### src/rtl/rx_packet_parser.sv
// rtl/rx_packet_parser.sv - byte-stream deframer, packet FIFO and pipeline round issuer (optional RX_CHECKSUM_EN)
module rx_packet_parser #(
    parameter int          FIFO_DEPTH = 4,
    parameter logic [7:0]  SYNC_BYTE  = 8'hA5
) (
    input  logic                          clock,
    input  logic                          nrst,
    input  logic [7:0]                    rx_data,
    input  logic                          rx_valid,
    output logic                          rx_ready,
    input  logic                          done_pipeline,
    output logic                          start,
    output logic [15:0]                   fsourceID,
    output logic [15:0]                   fdestinationID,
    output logic [15:0]                   fbatteryStat,
    output logic [15:0]                   fValue,
    output logic [15:0]                   fclusterID,
    output logic [$clog2(FIFO_DEPTH):0]   fifo_count,
    output logic [15:0]                   drop_count
);
    localparam int AW = $clog2(FIFO_DEPTH);
    localparam logic [AW:0] FULL_COUNT = (AW+1)'(FIFO_DEPTH);
`ifdef RX_CHECKSUM_EN
    localparam int SR_W = 80;
`else
    localparam int SR_W = 72;
`endif

    typedef enum logic [1:0] {HUNT = 2'd0, FIELD = 2'd1, CSUM = 2'd2} pstate_t;
    typedef enum logic {IDLE = 1'b0, BUSY = 1'b1} istate_t;

    pstate_t           p_state, p_next;
    istate_t           i_state, i_next;
    logic [3:0]        idx;
    logic [SR_W-1:0]   shreg;
    logic              accept, push, pop, rearm;
    logic [79:0]       push_data;
    logic [79:0]       mem [FIFO_DEPTH];
    logic [AW-1:0]     wr_ptr, rd_ptr;
    logic [AW:0]       count;
`ifdef RX_CHECKSUM_EN
    logic [7:0]        csum;
    logic              drop;
`endif

    assign rx_ready   = (count != FULL_COUNT);
    assign accept     = rx_valid && rx_ready;
    assign fifo_count = count;

    // Parser state register
    always_ff @(posedge clock) begin
        if (nrst) p_state <= HUNT;
        else      p_state <= p_next;
    end

    // Parser next state: sync hunt, ten field bytes, optional checksum byte
    always_comb begin
        p_next = p_state;
        if (accept) begin
            case (p_state)
                HUNT:    if (rx_data == SYNC_BYTE) p_next = FIELD;
                FIELD:   if (idx == 4'd9) begin
`ifdef RX_CHECKSUM_EN
                             p_next = CSUM;
`else
                             p_next = HUNT;
`endif
                         end
                default: p_next = HUNT;
            endcase
        end
    end

    // Parser outputs: commit on the edge the final byte is accepted
    always_comb begin
        push = 1'b0;
`ifdef RX_CHECKSUM_EN
        drop      = 1'b0;
        push_data = shreg;
`else
        push_data = {shreg, rx_data};
`endif
        if (accept) begin
            case (p_state)
`ifdef RX_CHECKSUM_EN
                CSUM: begin
                    if (rx_data == csum) push = 1'b1;
                    else                 drop = 1'b1;
                end
`else
                FIELD: push = (idx == 4'd9);
`endif
                default: ;
            endcase
        end
    end

    // Field byte collection: bytes shift in from the bottom, so byte 0 ends up most significant
    always_ff @(posedge clock) begin
        if (nrst) begin
            idx   <= 4'd0;
            shreg <= '0;
`ifdef RX_CHECKSUM_EN
            csum  <= 8'd0;
`endif
        end else if (accept) begin
            if (p_state == HUNT) begin
                idx  <= 4'd0;
`ifdef RX_CHECKSUM_EN
                csum <= 8'd0;
`endif
            end else if (p_state == FIELD) begin
                idx   <= idx + 4'd1;
                shreg <= {shreg[SR_W-9:0], rx_data};
`ifdef RX_CHECKSUM_EN
                csum  <= csum ^ rx_data;
`endif
            end
        end
    end

`ifdef RX_CHECKSUM_EN
    // Saturating count of checksum failures
    always_ff @(posedge clock) begin
        if (nrst)                                drop_count <= 16'd0;
        else if (drop && drop_count != 16'hFFFF) drop_count <= drop_count + 16'd1;
    end
`else
    assign drop_count = 16'd0;
`endif

    // Issue state register; rearm forces one idle cycle after each round
    always_ff @(posedge clock) begin
        if (nrst) begin
            i_state <= IDLE;
            rearm   <= 1'b0;
        end else begin
            i_state <= i_next;
            rearm   <= (i_state == BUSY) && (i_next == IDLE);
        end
    end

    // Issue next state: start a round when a packet is waiting, end it on done
    always_comb begin
        i_next = i_state;
        case (i_state)
            IDLE:    if (count != '0 && !rearm) i_next = BUSY;
            BUSY:    if (done_pipeline) i_next = IDLE;
            default: i_next = IDLE;
        endcase
    end

    // Issue outputs
    always_comb begin
        start = (i_state == BUSY);
        pop   = (i_state == IDLE) && (i_next == BUSY);
    end

    // FIFO storage
    always_ff @(posedge clock) begin
        if (push) mem[wr_ptr] <= push_data;
    end

    // FIFO pointers, occupancy and field output registers
    always_ff @(posedge clock) begin
        if (nrst) begin
            wr_ptr <= '0;
            rd_ptr <= '0;
            count  <= '0;
            {fsourceID, fdestinationID, fbatteryStat, fValue, fclusterID} <= 80'd0;
        end else begin
            if (push) wr_ptr <= wr_ptr + AW'(1);
            if (pop) begin
                rd_ptr <= rd_ptr + AW'(1);
                {fsourceID, fdestinationID, fbatteryStat, fValue, fclusterID} <= mem[rd_ptr];
            end
            case ({push, pop})
                2'b10:   count <= count + (AW+1)'(1);
                2'b01:   count <= count - (AW+1)'(1);
                default: ;
            endcase
        end
    end
endmodule

### config.mk
export PLATFORM = sky130hd
export DESIGN_NAME = rx_packet_parser
export DESIGN_NICKNAME = d
export VERILOG_FILES = /design/src/rtl/rx_packet_parser.sv
export SDC_FILE = /design/constraint.sdc
export NUM_CORES = 1
export LEC_CHECK = 0
export CORE_MARGIN = 3
export CORE_UTILIZATION = 50
export CTS_BUF_LIST = sky130_fd_sc_hd__clkbuf_2 sky130_fd_sc_hd__clkbuf_4 sky130_fd_sc_hd__clkbuf_8
export DETAILED_ROUTE_END_ITERATION = 12
export DONT_BUFFER_PORTS = 1
export GPL_TIMING_DRIVEN = 0
export SYNTH_ARGS = -nofsm -noshare
export SYNTH_HDL_FRONTEND = slang
export SYNTH_SLANG_ARGS = --single-unit
### constraint.sdc
create_clock -name clock -period 7 [get_ports clock]
set_input_delay 1.05 -clock clock [delete_from_list [all_inputs] [get_ports clock]]
set_output_delay 1.05 -clock clock [all_outputs]
set_load 0.05 [all_outputs]
==> impl_metrics.env, run 1 <==
export IMPL_status="finished clean"
export IMPL_synth_flop_cell="edfxtp_1"
export IMPL_setup_viol=0
export IMPL_syn_inst=1031
export IMPL_layout_commonest_cell="edfxtp_1"
export IMPL_yosys_warnings=0
export IMPL_area_growth_syn_to_layout_pct=14.0
export IMPL_grt_pass1_vias=9526
export IMPL_clkSinkCount=486
export IMPL_drtIter0Drc=713
export IMPL_root_buffer="clkbuf_8"
export IMPL_start_util=0.510
export IMPL_cts_buffers=80
export IMPL_grt_antenna_before_repair=0
export IMPL_stdcell_area_um2=20200
export IMPL_grt_usage=0.197
export IMPL_slew_violations=0
export IMPL_worst_pin_slew_ns=1.21
export IMPL_slew_headroom=0.187
export IMPL_max_freq_mhz=261
export IMPL_leakagePower_uw=0.00681
export IMPL_hold_viol_final=0
export IMPL_drc=0
export IMPL_synth_area_um2=17700
export IMPL_arrival_ns=2.78
export IMPL_critPathTopFamily="buffers and inverters"
export IMPL_path_cells="nor3b_4, buf_6, inv_2, clkbuf_1"
export IMPL_synth_edf_count=320
export IMPL_fin_tns_setup_ns=0
export IMPL_p_per_area_nw_per_um2=281
export IMPL_crit_fanout=10
export IMPL_cp_end_kind="primary output"
export IMPL_ios=113
export IMPL_htreeDepth=3
export IMPL_max_cap_violations=0
export IMPL_cts_tree="yes"
export IMPL_crit_buf_inv=3
export IMPL_diodes=0
export IMPL_grt_max_degree=55
export IMPL_num_vias=9370
export IMPL_path_class="reg2out"
export IMPL_io_buffers=0
export IMPL_vias_per_cell=5.67
export IMPL_finClkSkew_ns=0.0181
export IMPL_startpoint_type="register"
export IMPL_layout_common_cells="edfxtp_1 (320), dfxtp_1 (166), clkbuf_8 (95)"
export IMPL_dp_hpwl_um=23300
export IMPL_ctsHoldBuffers=0
export IMPL_drt_wirelength_per_cell_um=22.4
export IMPL_dr_pass1_iters=5
export IMPL_rsz0062_at_grt="no"
export IMPL_die_area_um2=37700
export IMPL_fin_crit_ns=3.83
export IMPL_min_path_type="reg2reg"
export IMPL_cts_resized_gates=0
export IMPL_worstPathRequired_ns=5.95
export IMPL_cp_slowest_cell="dfxtp_1"
export IMPL_ys_ff_latch=486
export IMPL_gr_total_overflow=0
export IMPL_clk_path_buf_depth=3
export IMPL_postCtsSetupBuffers=0
export IMPL_peakVddDrop_mv=0.145
export IMPL_ys_seq_area_frac=0.730
export IMPL_synth_area_per_cell_um2=17.2
export IMPL_nets=1152
export IMPL_clk_pin_slew_ns=0.07
export IMPL_clk_latency_ns=0.62
export IMPL_coreArea_um2=34700
export IMPL_synth_cell_type_count=44
export IMPL_place_congestion=0.778
export IMPL_placed_area_um2=18500
export IMPL_die_w_um=194
export IMPL_fin_crit_sh=0.547
export IMPL_ys_async_sr_fraction=0
export IMPL_rows=68
export IMPL_grt_pass1_wl_um=56800
export IMPL_cpPeakStageDelay_ns=0.71
export IMPL_wirelength_um=37100
export IMPL_ant_nets=0
export IMPL_drive_above_1_share=0.293
export IMPL_fp_dieH_um=194
## cell type report
| cell class | instances | area (um^2) |
|---|---|---|
| clock buffers | 126 | 1540 |
| well taps | 455 | 569 |
| plain buffers | 92 | 544 |
| inverters | 7 | 26.3 |
| clock inverters | 23 | 200 |
| repair buffers | 4 | 110 |
| fillers | 2683 | 14500 |
| multi-input cells | 461 | 4280 |
| flip-flops and latches | 486 | 12900 |
## flip-flops by register name, summed over array words and instances (netlist names)
| register | cells |
|---|---|
| fValue | 16 |
| fbatteryStat | 16 |
| fclusterID | 16 |
| fdestinationID | 16 |
| fifo_count | 3 |
| fsourceID | 16 |
| idx | 4 |
| mem | 320 |
| p_state | 1 |
| rd_ptr | 2 |
| rearm | 1 |
| shreg | 72 |
| start | 1 |
| wr_ptr | 2 |
## report_power, final
group          switching (uW)  internal [uW]  total [uW]
Sequential             0.0705           3020        3020
Combinational            41.1           13.0        54.0
Clock                    1070           1520        2590
## per-layer routing
metal / track usage / vias to the layer above / part of all wire
met5: 0 / - / 0
met4: 0.0553 / 0 / 0.016
met3: 0.0573 / 49 / 0.064
met2: 0.297 / 257 / 0.46
met1: 0.282 / 4768 / 0.46
li1: - / 4296 / -
## per-stage QoR
stage                     setup slack, ns  std cells  hold slack, ns  total power [uW]  utilization
final                                3.17       1654           0.517              5670        0.582
after global routing                 2.98       1654           0.485              5860        0.582
after CTS                            3.10       1654           0.482              5740        0.582
after detailed placement             3.76       1505           0.510              3140        0.532
after global placement               1.22       1501           0.508              3140        0.528
after floorplan                      3.16       1046           0.454              3130            -
## logic make-up (layout without fill, tap and decap cells)
| kind of cell | count (synthesis) | after routing | synth area share |
|---|---|---|---|
| compound gates | 241 | 241 | 0.0917 |
| xor+xnor | 2 | 2 | 0.000989 |
| other cells | 1 | 16 | 0.000212 |
| fa+ha+maj | 8 | 8 | 0.00607 |
| buf+inv | 99 | 252 | 0.0322 |
| simple gates | 111 | 111 | 0.0356 |
| flops | 486 | 486 | 0.730 |
| mux | 83 | 83 | 0.103 |
## tightest hold or removal path: cells and delay by family (launching register included)
| kind | cells | cell delay [ns] |
|---|---|---|
| flops | 1 | 0.34 |
| mux | 1 | 0.05 |
| simple gates | 1 | 0.08 |
## synth_stat cells, types with 2 or more instances
cell	instances	share of area
buf_6	15	0.0095
a22o_2	72	0.041
nand2b_1	3	0.0011
ha_1	7	0.0049
a21oi_1	77	0.022
nor3_1	3	0.00085
inv_1	6	0.0013
buf_1	4	0.00085
mux2i_1	2	0.0011
nand3_1	74	0.021
nand4b_1	2	0.00099
buf_4	21	0.0089
dfxtp_1	166	0.19
a31oi_1	2	0.00071
a22o_1	8	0.0040
o21ai_0	77	0.022
nand3b_1	3	0.0013
nor2_1	8	0.0017
clkbuf_1	46	0.0097
mux4_2	80	0.10
nand2_1	3	0.00064
or4_1	2	0.00085
and2_1	5	0.0018
edfxtp_1	320	0.54
buf_2	6	0.0017
## path summary, 6_finish.rpt
path	from	to	slack, ns	cells past startpoint
min	wr_ptr[1]$_SDFFE_PP0P_	wr_ptr[1]$_SDFFE_PP0P_	0.52	2
max	fifo_count[2]$_SDFFE_PP0P_	rx_ready	3.17	4
min reg2reg	wr_ptr[1]$_SDFFE_PP0P_	wr_ptr[1]$_SDFFE_PP0P_	0.52	2
max reg2reg	fifo_count[0]$_SDFFE_PP0P_	mem[2][58]$_DFFE_PP_	3.96	5
Note: power is estimated with default switching activity, not from simulation.
==> run 2: changes to the inputs <==
==> constraint.sdc (replaced) <==
create_clock -name clock -period 3.6 [get_ports clock]
set_input_delay 0.54 -clock clock [delete_from_list [all_inputs] [get_ports clock]]
set_output_delay 0.54 -clock clock [all_outputs]
set_load 0.05 [all_outputs]
==> impl_metrics.env, run 2 (same netlist as run 1, synthesis figures left out) <==
export IMPL_fp_dieH_um=194
export IMPL_top_regs="mem (320), shreg (72)"
export IMPL_max_freq_mhz=299
export IMPL_r2r_slack_ns=0.58
export IMPL_worst_pin_slew_ns=1.19
export IMPL_final_seq_area_um2=12900
export IMPL_finClkSkew_ns=0.0189
export IMPL_ios=113
export IMPL_min_path_type="in2reg"
export IMPL_clk_pin_slew_ns=0.06
export IMPL_start_util=0.510
export IMPL_path_class="reg2out"
export IMPL_internal_power_uw=8800
export IMPL_root_buffer="clkbuf_8"
export IMPL_placed_area_um2=18500
export IMPL_nets=1161
export IMPL_leakagePower_uw=0.00639
export IMPL_final_cells=1662
export IMPL_worstPathRequired_ns=3.06
export IMPL_wirelength_um=38100
export IMPL_clk_latency_ns=0.61
export IMPL_cts_resized_gates=0
export IMPL_crit_fanout=10
export IMPL_place_congestion=0.804
export IMPL_drtIter0Drc=924
export IMPL_hold_ws_ns=0.0778
export IMPL_grt_pass1_wl_um=58200
export IMPL_grt_usage=0.201
export IMPL_layout_common_cells="edfxtp_1 (320), dfxtp_1 (166), clkbuf_8 (100)"
export IMPL_grt_pass1_vias=9679
export IMPL_largest_reg_flops=320
export IMPL_drive_above_1_share=0.287
export IMPL_p_seq_frac=0.536
export IMPL_die_w_um=194
export IMPL_placedCellCount=1505
export IMPL_status="finished clean"
export IMPL_switching_share=0.198
export IMPL_ant_nets=0
export IMPL_fin_crit_sh=0.930
export IMPL_slew_violations=0
export IMPL_cp_end_kind="primary output"
export IMPL_clk_path_buf_depth=3
export IMPL_drt_wirelength_per_cell_um=22.9
export IMPL_dr_pass1_iters=5
export IMPL_slew_headroom=0.198
export IMPL_hold_viol_final=0
export IMPL_layout_commonest_cell="edfxtp_1"
export IMPL_drc=0
export IMPL_gr_total_overflow=0
export IMPL_cts_tree="yes"
export IMPL_fill_cells=2676
export IMPL_htreeDepth=3
export IMPL_comb_power_share=0.011
export IMPL_clkSinkCount=486
export IMPL_diodes=0
export IMPL_io_buffers=0
export IMPL_rsz0062_at_grt="no"
export IMPL_dp_hpwl_um=23200
export IMPL_cts_buffers=79
export IMPL_setup_viol=0
export IMPL_vias_per_cell=5.72
export IMPL_startpoint_type="register"
export IMPL_stdcell_area_um2=20300
export IMPL_peakVddDrop_mv=0.318
export IMPL_coreArea_um2=34700
export IMPL_area_growth_syn_to_layout_pct=14.4
export IMPL_die_area_um2=37700
export IMPL_rows=68
export IMPL_grt_antenna_before_repair=0
export IMPL_multiInputGateArea_um2=4280
export IMPL_num_vias=9512
export IMPL_top_register="mem"
export IMPL_p_per_area_nw_per_um2=541
export IMPL_fin_crit_ns=3.35
export IMPL_p_sw_uw=2180
export IMPL_fin_tns_setup_ns=0
export IMPL_max_cap_violations=0
export IMPL_clkPwrFrac=0.454
export IMPL_arrival_ns=2.81
export IMPL_grt_max_degree=56
==> run 2: critical path: stages (launching register included) <==
cell and delay (ns):
dfxtp_1 0.72, nor3b_4 0.70, buf_6 0.24, inv_2 0.06, clkbuf_1 0.47
==> run 2: layout make-up <==
| cell class | instances | area share |
|---|---|---|
| plain buffers | 92 | 0.0268 |
| clock buffers | 131 | 0.0794 |
| clock inverters | 16 | 0.00506 |
| inverters | 7 | 0.00130 |
| multi-input cells | 461 | 0.211 |
| flip-flops and latches | 486 | 0.638 |
| well taps | 455 | 0.0281 |
| repair buffers | 14 | 0.0104 |
==> run 2: through the flow <==
step / total power, uW / utilization / setup slack [ns]
floorplan: 6080 / - / 0.748
global placement: 6100 / 0.529 / -0.391
detailed placement: 6100 / 0.532 / 0.558
CTS: 11100 / 0.584 / 0.229
global route: 11400 / 0.584 / 0.136
finish: 11000 / 0.584 / 0.253
==> run 2: power groups by stage <==
stage / Sequential, uW / Clock [uW] / Combinational (uW)
2_1_floorplan: 6000 / 0 / 86.4
3_3_place_gp: 6000 / 0 / 104
3_5_place_dp: 6000 / 0 / 105
4_1_cts: 5880 / 5100 / 116
5_1_grt: 5880 / 5370 / 125
6_report: 5880 / 4980 / 118
==> run 2: per-layer routing <==
metal  vias up  GRT usage  wire (um)
met5         -          0          0
met4         0     0.0598        676
met3        52     0.0565       2670
met2       322      0.304      17700
met1      4831      0.289      17000
li1       4307          -          -
==> run 2: path summary, 6_finish.rpt <==
path,depth (start not counted),start,end
max reg2reg,9,fifo_count[0]$_SDFFE_PP0P_,fifo_count[2]$_SDFFE_PP0P_
max,4,fifo_count[2]$_SDFFE_PP0P_,rx_ready
min reg2reg,2,wr_ptr[1]$_SDFFE_PP0P_,wr_ptr[1]$_SDFFE_PP0P_
min,2,rx_data[0],shreg[0]$_SDFFE_PP0P_
==> run 2: timing repair <==
item,in CTS,in global routing
endpoints found under the hold margin,32,1
hold buffers,9,1
buffers inserted,0,0
==> run 3: changes to the inputs <==
--- a/config.mk
+++ b/config.mk
@@ -6,7 +6,7 @@
 export NUM_CORES = 1
 export LEC_CHECK = 0
 export CORE_MARGIN = 3
-export CORE_UTILIZATION = 50
+export CORE_UTILIZATION = 35
 export CTS_BUF_LIST = sky130_fd_sc_hd__clkbuf_2 sky130_fd_sc_hd__clkbuf_4 sky130_fd_sc_hd__clkbuf_8
 export DETAILED_ROUTE_END_ITERATION = 12
 export DONT_BUFFER_PORTS = 1
==> impl_metrics.env, run 3 (same netlist as run 1, synthesis figures left out) <==
export IMPL_status="finished clean"
export IMPL_cts_resized_gates=0
export IMPL_dp_hpwl_um=25000
export IMPL_leakagePower_uw=0.00640
export IMPL_die_w_um=231
export IMPL_grt_max_degree=56
export IMPL_reg2reg_to="fifo_count[2]$_SDFFE_PP0P_"
export IMPL_num_vias=9612
export IMPL_cts_tree="yes"
export IMPL_top_regs="mem (320), shreg (72)"
export IMPL_vias_per_cell=5.13
export IMPL_io_buffers=0
export IMPL_hold_end="shreg[1]$_SDFFE_PP0P_"
export IMPL_r2r_slack_ns=0.49
export IMPL_cts_buffers=81
export IMPL_fin_crit_sh=0.958
export IMPL_min_delay_start="rx_data[1]"
export IMPL_coreArea_um2=49500
export IMPL_path_class="reg2out"
export IMPL_die_area_um2=53400
export IMPL_diodes=0
export IMPL_layout_common_cells="edfxtp_1 (320), dfxtp_1 (166), clkbuf_8 (94)"
export IMPL_fin_crit_ns=3.45
export IMPL_root_buffer="clkbuf_8"
export IMPL_slew_headroom=0.221
export IMPL_rsz0062_at_grt="no"
export IMPL_stdcell_area_um2=20500
export IMPL_top_register="mem"
export IMPL_grt_pass1_vias=9809
export IMPL_finClkSkew_ns=0.0152
export IMPL_grt_antenna_before_repair=1
export IMPL_ios=113
export IMPL_area_growth_syn_to_layout_pct=15.9
export IMPL_start_util=0.358
export IMPL_grt_pass1_wl_um=60800
export IMPL_min_path_type="in2reg"
export IMPL_hold_ws_ns=0.0801
export IMPL_fp_dieH_um=231
export IMPL_drive_above_1_share=0.288
export IMPL_clkSinkCount=486
export IMPL_setup_slack_ns=0.152
export IMPL_p_total_uw=11100
export IMPL_crit_fanout=10
export IMPL_setup_viol=0
export IMPL_largest_reg_flops=320
export IMPL_drtIter0Drc=753
export IMPL_p_per_area_nw_per_um2=538
export IMPL_layout_commonest_cell="edfxtp_1"
export IMPL_peakVddDrop_mv=0.232
export IMPL_clk_latency_ns=0.62
export IMPL_worstPathRequired_ns=3.06
export IMPL_max_freq_mhz=290
export IMPL_gr_total_overflow=0
export IMPL_nets=1162
export IMPL_ant_nets=0
export IMPL_grt_usage=0.150
export IMPL_dr_pass1_iters=5
export IMPL_place_congestion=0.801
export IMPL_slew_violations=0
export IMPL_startpoint_type="register"
export IMPL_place_ws_ns=0.525
export IMPL_arrival_ns=2.91
export IMPL_wirelength_um=39900
export IMPL_htreeDepth=3
export IMPL_cp_end_kind="primary output"
export IMPL_clk_path_buf_depth=3
export IMPL_worst_pin_slew_ns=1.17
export IMPL_hold_depth=2
export IMPL_drc=0
export IMPL_reg2reg_depth=9
export IMPL_hold_viol_final=0
export IMPL_placed_area_um2=18700
export IMPL_drt_wirelength_per_cell_um=21.3
export IMPL_rows=81
export IMPL_r2r_start="fifo_count[0]$_SDFFE_PP0P_"
export IMPL_clk_pin_slew_ns=0.06
export IMPL_max_cap_violations=0
## run 3: worst max path at each step
stage,to,startpoint,slack (ns)
3_3_place_gp,mem[2][33]$_DFFE_PP_,fifo_count[0]$_SDFFE_PP0P_,-0.43
3_5_place_dp,fifo_count[2]$_SDFFE_PP0P_,fifo_count[0]$_SDFFE_PP0P_,0.52
6_report,rx_ready,fifo_count[0]$_SDFFE_PP0P_,0.15
4_1_cts,rx_ready,fifo_count[0]$_SDFFE_PP0P_,0.12
5_1_grt,rx_ready,fifo_count[0]$_SDFFE_PP0P_,0.02
2_1_floorplan,mem[0][0]$_DFFE_PP_,fifo_count[0]$_SDFFE_PP0P_,0.75
## run 3: where the power goes
| part | leakage (uW) | total (uW) | switching, uW | internal (uW) |
|---|---|---|---|---|
| logic | 0.00135 | 117 | 85.1 | 31.9 |
| registers | 0.00414 | 5880 | 0.129 | 5880 |
| clock network | 0.000911 | 5050 | 2180 | 2870 |
| total | 0.00640 | 11100 | 2260 | 8790 |
## run 3: repair_timing
item,CTS,global route
buffers inserted,0,0
endpoints found under the hold margin,33,0
hold buffers,9,0
setup endpoints to repair,0,0
## run 3: per-layer routing
metal	up-vias	wire length [um]	track usage
met5	-	13	0
met3	55	2860	0.0466
met1	4962	17700	0.203
met2	287	18700	0.235
met4	2	633	0.0405
li1	4306	-	-
## run 3: layout make-up
class | count | area (um^2)
inverter | 7 | 26.3
tap | 664 | 831
buffer | 92 | 544
fill | 4507 | 28900
multi-input combinational | 461 | 4280
sequential | 486 | 12900
clock buffer | 119 | 1480
timing repair buffer | 13 | 200
clock inverter | 33 | 243
## run 3: metrics by stage
stage               utilization  setup TNS, ns  std cells
floorplan                     -              0       1046
global placement          0.376        -131.60       1710
detailed placement        0.379              0       1714
CTS                       0.415              0       1875
global route              0.415              0       1875
finish                    0.415              0       1875
## run 3: critical path, stage by stage, from the launching register on
cell and delay (ns):
dfxtp_1 0.86, nor3b_4 0.24, buf_6 0.22, inv_2 0.08, clkbuf_1 0.86
